File: src/rtl/cluster_sleep_pkg.sv
// rtl/cluster_sleep_pkg.sv - shared types and register map for the cluster sleep controller
package cluster_sleep_pkg;

  typedef enum logic [2:0] {
    ST_ACTIVE  = 3'd0,
    ST_REQ     = 3'd1,
    ST_GATED   = 3'd2,
    ST_RELEASE = 3'd3
  } state_t;

  localparam logic [2:0] REG_CTRL      = 3'd0;
  localparam logic [2:0] REG_TIMER_CMP = 3'd1;
  localparam logic [2:0] REG_TIMER_CNT = 3'd2;
  localparam logic [2:0] REG_STATUS    = 3'd3;

  localparam int CTRL_GATE_EN      = 0;
  localparam int CTRL_TIMER_EN     = 1;
  localparam int STATUS_WOKE_TIMER = 3;
  localparam int STATUS_WOKE_EVENT = 4;

endpackage

File: src/rtl/cluster_sleep_regs.sv
// rtl/cluster_sleep_regs.sv - APB decode, control registers and sticky wake-cause flags
module cluster_sleep_regs
  import cluster_sleep_pkg::*;
(
  input  logic        HCLK,
  input  logic        HRESETn,
  input  logic [2:0]  reg_idx,
  input  logic [31:0] PWDATA,
  input  logic        PWRITE,
  input  logic        PSEL,
  input  logic        PENABLE,
  output logic [31:0] PRDATA,
  input  logic [2:0]  state,
  input  logic [31:0] timer_cnt,
  input  logic        set_woke_timer,
  input  logic        set_woke_event,
  output logic        gate_en,
  output logic        timer_en,
  output logic [31:0] timer_cmp
);

  logic wr;
  logic rd;
  logic woke_by_timer;
  logic woke_by_event;
  logic clr_timer;
  logic clr_event;

  assign wr = PSEL & PENABLE & PWRITE;
  assign rd = PSEL & PENABLE & ~PWRITE;
  assign clr_timer = wr && (reg_idx == REG_STATUS) && PWDATA[STATUS_WOKE_TIMER];
  assign clr_event = wr && (reg_idx == REG_STATUS) && PWDATA[STATUS_WOKE_EVENT];

  always_ff @(posedge HCLK or negedge HRESETn) begin
    if (!HRESETn) begin
      gate_en       <= 1'b0;
      timer_en      <= 1'b0;
      timer_cmp     <= '0;
      woke_by_timer <= 1'b0;
      woke_by_event <= 1'b0;
    end else begin
      if (wr && reg_idx == REG_CTRL) begin
        gate_en  <= PWDATA[CTRL_GATE_EN];
        timer_en <= PWDATA[CTRL_TIMER_EN];
      end
      if (wr && reg_idx == REG_TIMER_CMP) timer_cmp <= PWDATA;
      // a wake cause arriving in the same cycle as its clear survives
      woke_by_timer <= set_woke_timer | (woke_by_timer & ~clr_timer);
      woke_by_event <= set_woke_event | (woke_by_event & ~clr_event);
    end
  end

  always_comb begin
    PRDATA = '0;
    if (rd) begin
      case (reg_idx)
        REG_CTRL:      PRDATA = {30'd0, timer_en, gate_en};
        REG_TIMER_CMP: PRDATA = timer_cmp;
        REG_TIMER_CNT: PRDATA = timer_cnt;
        REG_STATUS:    PRDATA = {27'd0, woke_by_event, woke_by_timer, state};
        default:       PRDATA = '0;
      endcase
    end
  end

endmodule

File: src/rtl/cluster_sleep_ctrl.sv
// rtl/cluster_sleep_ctrl.sv - cluster clock-gate sequencer with power-manager handshake and wake timer
module cluster_sleep_ctrl
  import cluster_sleep_pkg::*;
#(
  parameter int NB_CORES       = 4,
  parameter int APB_ADDR_WIDTH = 12,
  parameter int GUARD_CYCLES   = 4
) (
  input  logic                      HCLK,
  input  logic                      HRESETn,
  input  logic [APB_ADDR_WIDTH-1:0] PADDR,
  input  logic [31:0]               PWDATA,
  input  logic                      PWRITE,
  input  logic                      PSEL,
  input  logic                      PENABLE,
  output logic [31:0]               PRDATA,
  output logic                      PREADY,
  output logic                      PSLVERR,
  input  logic [NB_CORES-1:0]       core_sleeping_i,
  input  logic                      event_pending_i,
  output logic                      pmu_req_o,
  input  logic                      pmu_ack_i,
  output logic                      cluster_clk_en_o,
  output logic                      timer_wake_o
);

  localparam logic [7:0] GUARD_LAST = 8'(GUARD_CYCLES - 1);

  state_t      state;
  logic [7:0]  guard;
  logic [31:0] timer_cnt;
  logic [31:0] timer_cmp;
  logic        gate_en;
  logic        timer_en;
  logic        wake_from_timer;
  logic        all_asleep;
  logic        guard_inc;
  logic        timer_match;
  logic        set_woke_timer;
  logic        set_woke_event;
  logic        unused_addr;

  assign unused_addr = ^{PADDR[APB_ADDR_WIDTH-1:5], PADDR[1:0]};

  assign all_asleep     = &core_sleeping_i;
  assign guard_inc      = (state == ST_ACTIVE) && gate_en && all_asleep && !event_pending_i;
  assign timer_match    = timer_en && (timer_cnt == timer_cmp);
  assign set_woke_timer = (state == ST_GATED) && timer_match;
  assign set_woke_event = (state == ST_GATED) && event_pending_i;

  always_ff @(posedge HCLK or negedge HRESETn) begin
    if (!HRESETn) begin
      state           <= ST_ACTIVE;
      guard           <= '0;
      timer_cnt       <= '0;
      wake_from_timer <= 1'b0;
      timer_wake_o    <= 1'b0;
    end else begin
      timer_wake_o <= 1'b0;
      guard        <= '0;
      case (state)
        ST_ACTIVE: begin
          if (guard_inc) begin
            if (guard == GUARD_LAST) state <= ST_REQ;
            else                     guard <= guard + 8'd1;
          end
        end
        ST_REQ: begin
          // an abort never produces a timer wake pulse
          if (event_pending_i || !all_asleep || !gate_en) begin
            state           <= ST_RELEASE;
            wake_from_timer <= 1'b0;
          end else if (pmu_ack_i) begin
            state     <= ST_GATED;
            timer_cnt <= '0;
          end
        end
        ST_GATED: begin
          if (event_pending_i || timer_match) begin
            state           <= ST_RELEASE;
            wake_from_timer <= timer_match;
          end else if (timer_en) begin
            timer_cnt <= timer_cnt + 32'd1;
          end
        end
        ST_RELEASE: begin
          if (!pmu_ack_i) begin
            state        <= ST_ACTIVE;
            timer_wake_o <= wake_from_timer;
          end
        end
        default: state <= ST_ACTIVE;
      endcase
    end
  end

  assign pmu_req_o        = (state == ST_REQ) || (state == ST_GATED);
  assign cluster_clk_en_o = !((state == ST_GATED) || (state == ST_RELEASE));
  assign PREADY           = 1'b1;
  assign PSLVERR          = 1'b0;

  cluster_sleep_regs u_regs (
    .HCLK           (HCLK),
    .HRESETn        (HRESETn),
    .reg_idx        (PADDR[4:2]),
    .PWDATA         (PWDATA),
    .PWRITE         (PWRITE),
    .PSEL           (PSEL),
    .PENABLE        (PENABLE),
    .PRDATA         (PRDATA),
    .state          (state),
    .timer_cnt      (timer_cnt),
    .set_woke_timer (set_woke_timer),
    .set_woke_event (set_woke_event),
    .gate_en        (gate_en),
    .timer_en       (timer_en),
    .timer_cmp      (timer_cmp)
  );

endmodule
File: config.mk
export PLATFORM = sky130hd
export DESIGN_NAME = cluster_sleep_ctrl
export DESIGN_NICKNAME = d
export VERILOG_FILES = /design/src/rtl/cluster_sleep_pkg.sv /design/src/rtl/cluster_sleep_regs.sv /design/src/rtl/cluster_sleep_ctrl.sv
export SDC_FILE = /design/constraint.sdc
export NUM_CORES = 1
export LEC_CHECK = 0
export BUFFER_PORTS_ARGS = -buffer_cell sky130_fd_sc_hd__buf_2
export CAP_MARGIN = 5
export CORE_MARGIN = 2
export CORE_UTILIZATION = 60
export CTS_CLUSTER_DIAMETER = 50
export DETAILED_ROUTE_END_ITERATION = 8
export GPL_ROUTABILITY_DRIVEN = 1
export HOLD_SLACK_MARGIN = 0.12
export PLACE_DENSITY = 0.93
export SYNTH_ARGS = -nofsm -noshare
export SYNTH_HDL_FRONTEND = slang
export SYNTH_SLANG_ARGS = --single-unit
File: constraint.sdc
create_clock -name HCLK -period 5.2 [get_ports HCLK]
set_clock_uncertainty 0.2 [all_clocks]
set_input_delay 0.78 -clock HCLK [delete_from_list [all_inputs] [get_ports HCLK]]
set_output_delay 0.78 -clock HCLK [all_outputs]
set_load 0.05 [all_outputs]
Word level (Yosys, flattened, before mapping)
Index checks and enable logic that the tools add are counted.
{"block": "classes", "bitwise_logic": 10, "n_mux": 22, "n_eq_ne": 18, "n_reduce_logical": 27, "n_addsub": 2}
{"operator": "32-bit 2-to-1 mux", "count": 5}
{"operator": "32-bit case mux with 4 select lines", "count": 1}
{"operator": "32-bit case mux with 2 select lines", "count": 1}
{"operator": "32-bit by 1-bit adder with 32-bit output, second input constant", "count": 1}
{"operator": "32-bit == test", "count": 1}
{"operator": "8-bit 2-to-1 mux", "count": 3}
{"operator": "3-bit 2-to-1 mux", "count": 6}
{"operator": "3-bit by 2-bit == test with 1-bit output, second input constant", "count": 4}
{"operator": "2-bit != test, second input constant", "count": 6}
{"operator": "3-bit case mux with 4 select lines", "count": 1}
{"operator": "1-bit logical AND", "count": 11}
{"operator": "5-bit AND reduction", "count": 2}
{"operator": "8-bit by 1-bit adder with 8-bit output, second input constant", "count": 1}
{"operator": "8-bit by 2-bit == test with 1-bit output, second input constant", "count": 1}
{"operator": "3-bit by 1-bit == test with 1-bit output, second input constant", "count": 2}
{"operator": "3-bit logical NOT", "count": 2}
{"operator": "2-bit by 1-bit != test with 1-bit output, second input constant", "count": 3}
{"operator": "1-bit bitwise AND", "count": 5}
{"operator": "1-bit logical OR", "count": 5}
{"operator": "1-bit logical NOT", "count": 4}
{"operator": "1-bit 2-to-1 mux", "count": 4}
{"operator": "4-bit AND reduction", "count": 1}
{"operator": "3-bit != test, second input constant", "count": 1}
{"operator": "1-bit NOT", "count": 3}
{"operator": "4 further kinds", "count": 5}
{"block": "totals", "wordCells": 89, "output_inout_bits": 37, "ff_bits": 81}

Longest topological paths before layout
{"block": "depth", "depth_word": 7, "depth_mapped": 10, "mapped_depth_nobuf": 9}

Cells and area by module
A second synthesis with hierarchy kept.
{"block": "unflattened", "hier_cells": 533, "area_unflattened_um2": 5188.7}
{"mod": "cluster_sleep_ctrl", "instances": 1, "area_each_um2": 3133.0, "cells_each": 365}
{"mod": "cluster_sleep_regs", "instances": 1, "area_each_um2": 2055.7, "cells_each": 168}

Worst setup path after synthesis
No wires, ideal clock.
{"block": "synth_path", "path_kind": "input -> output", "start": "input PADDR[3]", "end": "output PRDATA[11]", "required_time_ps": 4220, "path_stages": 7, "t_arrival_ps": 2704, "setup_slack_ps": 1516, "cell_sequence": "clkbuf_1 -> nor2b_1 -> nor2b_1 -> clkbuf_1 -> clkbuf_1 -> a22oi_1 -> nor2_1"}
{"block": "synth_between", "elab_chain_cells": 3, "elab_cells_between_ends": 6, "cone_classes": "eq/ne (3); mux (2); reduce/logical (1)"}
{"item": "from (decl)", "line": "cluster_sleep_ctrl.sv:11", "source": "input logic [APB_ADDR_WIDTH-1:0] PADDR,"}
{"item": "3-bit by 2-bit == test with 1-bit output, or another cell as far along", "line": "cluster_sleep_regs.sv:56", "source": "case (reg_idx)"}
{"item": "32-bit case mux with 4 select lines (*)", "line": "cluster_sleep_regs.sv:56"}
{"item": "32-bit 2-to-1 mux (*)", "line": "cluster_sleep_regs.sv:55", "source": "if (rd) begin"}
{"item": "to (decl)", "line": "cluster_sleep_ctrl.sv:16", "source": "output logic [31:0] PRDATA,"}
Mark *: on every way between the ends. The rest lies on a longest branch, timed or not.

Worst setup path in the final report
{"block": "layout_path", "start": "input PADDR[3]", "end": "output PRDATA[31]"}
The elaborated chain is that of the path after synthesis.

==> results.json <==
{
  "status": "finished, final reports clean",
  "synthArstFlopShare_pct": 100,
  "cp_data_required_time_ns": 4.22,
  "clk_pin_slew_ns": 0.08,
  "synth_area_mm2": 0.00490,
  "path_max_fanout": 15,
  "relSlewSlack_pct": 24.7,
  "initial_core_util_pct": 62.8,
  "holdPathEnd": "u_regs.woke_by_timer",
  "ff2ff_setup_slack_ns": 1.85,
  "via_count": 4423,
  "fin_cells": 679,
  "rsz0062_at_grt": "no",
  "fill_cells": 587,
  "crit_slowest_cell": "nor2b_2",
  "root_buffer": "clkbuf_8",
  "io_pins": 92,
  "ir_worst_vdd_mv": 0.152,
  "cts_made_buffers": 9,
  "nNetsFinal": 633,
  "max_freq_ghz": 0.272,
  "seq_area_mm2": 0.00200,
  "cap_violations": 0,
  "wl_per_cell_um": 18.8,
  "cts_sinks": 80,
  "grt_max_degree": 81,
  "syn_nets": 576,
  "wl_um": 12700,
  "synth_flop_cell": "dfrtp_1",
  "grt_first_pass_wirelength_um": 20400,
  "cts_tree": "yes",
  "cpMostUsedCell": "buf_2",
  "layout_min_cycle_time_ns": 3.68,
  "p_seq_share_pct": 52.2,
  "crit_path_start_kind": "primary input",
  "r2r-end": "timer_cnt[31]",
  "ys_ff_latch": 80,
  "drv_slew": 0,
  "multi_input_area_mm2": 0.00266,
  "crit_path_max_incr_delay_ns": 0.60,
  "antenna_found_initial": 0,
  "area_delta_synth_final_pct": 11.7,
  "via_per_inst": 6.51,
  "critPathTopFamily": "simple AND/OR/NAND/NOR gates",
  "hold_start": "u_regs.woke_by_timer",
  "placedCellCount": 663,
  "setup_tns_ns": 0,
  "ys_types": 65,
  "path_buf_inv": 3,
  "clk_latency_ns": 0.36,
  "worstMarginPinSlew_ns": 1.13,
  "dp_hpwl_um": 8730,
  "fin_crit_sh_pct": 70.7,
  "core_mm2": 0.00781,
  "hold_viol_final": 0,
  "endpoint_kind": "primary output",
  "cts_setup_buffers": 0,
  "power_frac_clock_pct": 34.3,
  "power-per-cell-area_mw_per_mm2": 254,
  "mostFrequentLayoutCell": "dfrtp_1",
  "cts_resized": 0,
  "initialDrtViolationCount": 544,
  "p_switching_uw": 371,
  "cts-hold-fix-buffers": 0,
  "critical_path.cell_chain": "buf_2 -> nor2b_1 -> nor2b_2 -> buf_4 -> a22oi_1 -> nor2_1 -> buf_2",
  "reg2reg_depth": 8,
  "h-tree-depth": 3,
  "swShare_pct": 26.6,
  "ant_nets": 0,
  "final_cell_mix": "dfrtp_1, buf_2, nor2_1",
  "clk_path_buf_depth": 2,
  "yosys_warnings": 0,
  "synth.yosys.seq_area_share_pct": 40.8,
  "grt_pass1_vias": 4219,
  "num_rows": 32,
  "syn_inst": 515,
  "place_congestion": 0.896,
  "drt_pre_antenna_iters": 5,
  "arrival_ns": 2.70,
  "setup_viol": 0,
  "r2r_start": "state[0]",
  "synth_edf_count": 0,
  "die_h_um": 94.4,
  "die_area_mm2": 0.00891,
  "p_leak_uw": 0.00234,
  "die_w_um": 94.4,
  "holdPathStages": 2,
  "syn_area_per_cell_um2": 9.52,
  "pwr-share-comb_pct": 13.5,
  "fin_util_pct": 70.1,
  "grt.overflow.total": 0,
  "grt_use_total_pct": 29.5,
  "critPathLaunch": "PADDR[3]",
  "p_int_uw": 1020,
  "critPathKind": "primary input to primary output",
  "numPortBuffers": 80,
  "min_path_type": "flip-flop to flip-flop",
  "n_antenna_cell": 0,
  "drcViolationCount": 0,
  "drive_gt1_share_pct": 27.0
}
## state kept, by name, summed over array words and instances (netlist names)
register              count
state                     2
u_regs.timer_cmp         32
wake_from_timer           1
u_regs.woke_by_event      1
u_regs.woke_by_timer      1
guard                     8
timer_wake_o              1
u_regs.timer_en           1
timer_cnt                32
u_regs.gate_en            1
## cells in the mapped netlist (3+ instances only)
library cell,number,area [um^2]
and3_1,6,37.5
o311ai_0,6,52.6
nor2b_1,5,31.3
o31ai_1,12,90.1
xor2_1,6,52.6
mux2_2,36,405
nand4_1,11,68.8
a22oi_1,30,225
inv_1,11,41.3
a21oi_1,8,40.0
nor4_1,4,25.0
buf_2,5,25.0
ha_1,6,75.1
o21ai_0,14,70.1
xnor2_1,32,280
o211ai_1,12,90.1
nand2_1,44,165
nor3_1,7,35.0
dfrtp_1,80,2000
or4_1,9,67.6
nand3_1,32,160
a31oi_1,4,25.0
and3_2,3,22.5
buf_4,5,37.5
nor2_1,51,191
clkbuf_1,24,90.1
## cell families after synthesis
group,share of synthesized area [%]
DFF,40.8
other,0.153
adders and majority gates,1.53
buffers and inverters,5.13
xor gates and xnor gates,6.79
AOI/OAI and AO/OA,15.1
and+or+nand+nor,20.8
muxes,9.62
## worst register-to-register path: stages (launching register included)
cell and delay [ns]:
dfrtp_1 0.44, inv_1 0.09, ha_1 0.19, buf_4 0.24
o21ai_0 0.14, nor3b_2 0.42, nand2_1 0.64, or4_1 0.71
o211ai_1 0.17
## power groups by stage
| stage | Sequential, uW | Combinational [uW] | Clock [uW] |
|---|---|---|---|
| finish | 727 | 188 | 477 |
| global route | 734 | 204 | 507 |
| CTS | 727 | 189 | 476 |
| detailed placement | 739 | 186 | 0 |
| global placement | 734 | 180 | 0 |
| floorplan | 724 | 128 | 0 |
## per-stage QoR
| stage | cell area [um^2] | setup WS (ns) | hold WS, ns | power, uW |
|---|---|---|---|---|
| finish | 5470 | 1.52 | 0.287 | 1390 |
| global route | 5470 | 1.35 | 0.315 | 1440 |
| CTS | 5470 | 1.55 | 0.286 | 1390 |
| detailed placement | 5270 | 1.57 | 0.268 | 925 |
| global placement | 5270 | 1.62 | 0.246 | 914 |
| floorplan | 4900 | 1.52 | 0.232 | 852 |
## cell type report
| class | count | share of cell area [%] |
|---|---|---|
| multi-input combinational | 384 | 48.5 |
| sequential | 80 | 36.6 |
| timing repair buffer | 86 | 8.18 |
| clock buffer | 13 | 2.90 |
| tap | 102 | 2.33 |
| inverter | 11 | 0.754 |
| clock inverter | 3 | 0.732 |
## worst max path at each step
stage	to	slack [ns]	depth (start not counted)
floorplan	PRDATA[11]	1.52	7
global placement	PRDATA[31]	1.62	7
detailed placement	PRDATA[31]	1.57	7
CTS	PRDATA[31]	1.55	7
global route	PRDATA[31]	1.35	7
finish	PRDATA[31]	1.52	7
## metal layers
layer,up-vias,global-route usage [%],part of all wire (%)
met3,63,6.46,8.3
met2,248,48.3,48
met4,0,13.3,4.3
li1,1996,-,-
met5,-,0,0
met1,2116,37.6,40
(Power assumes the default switching activity.)
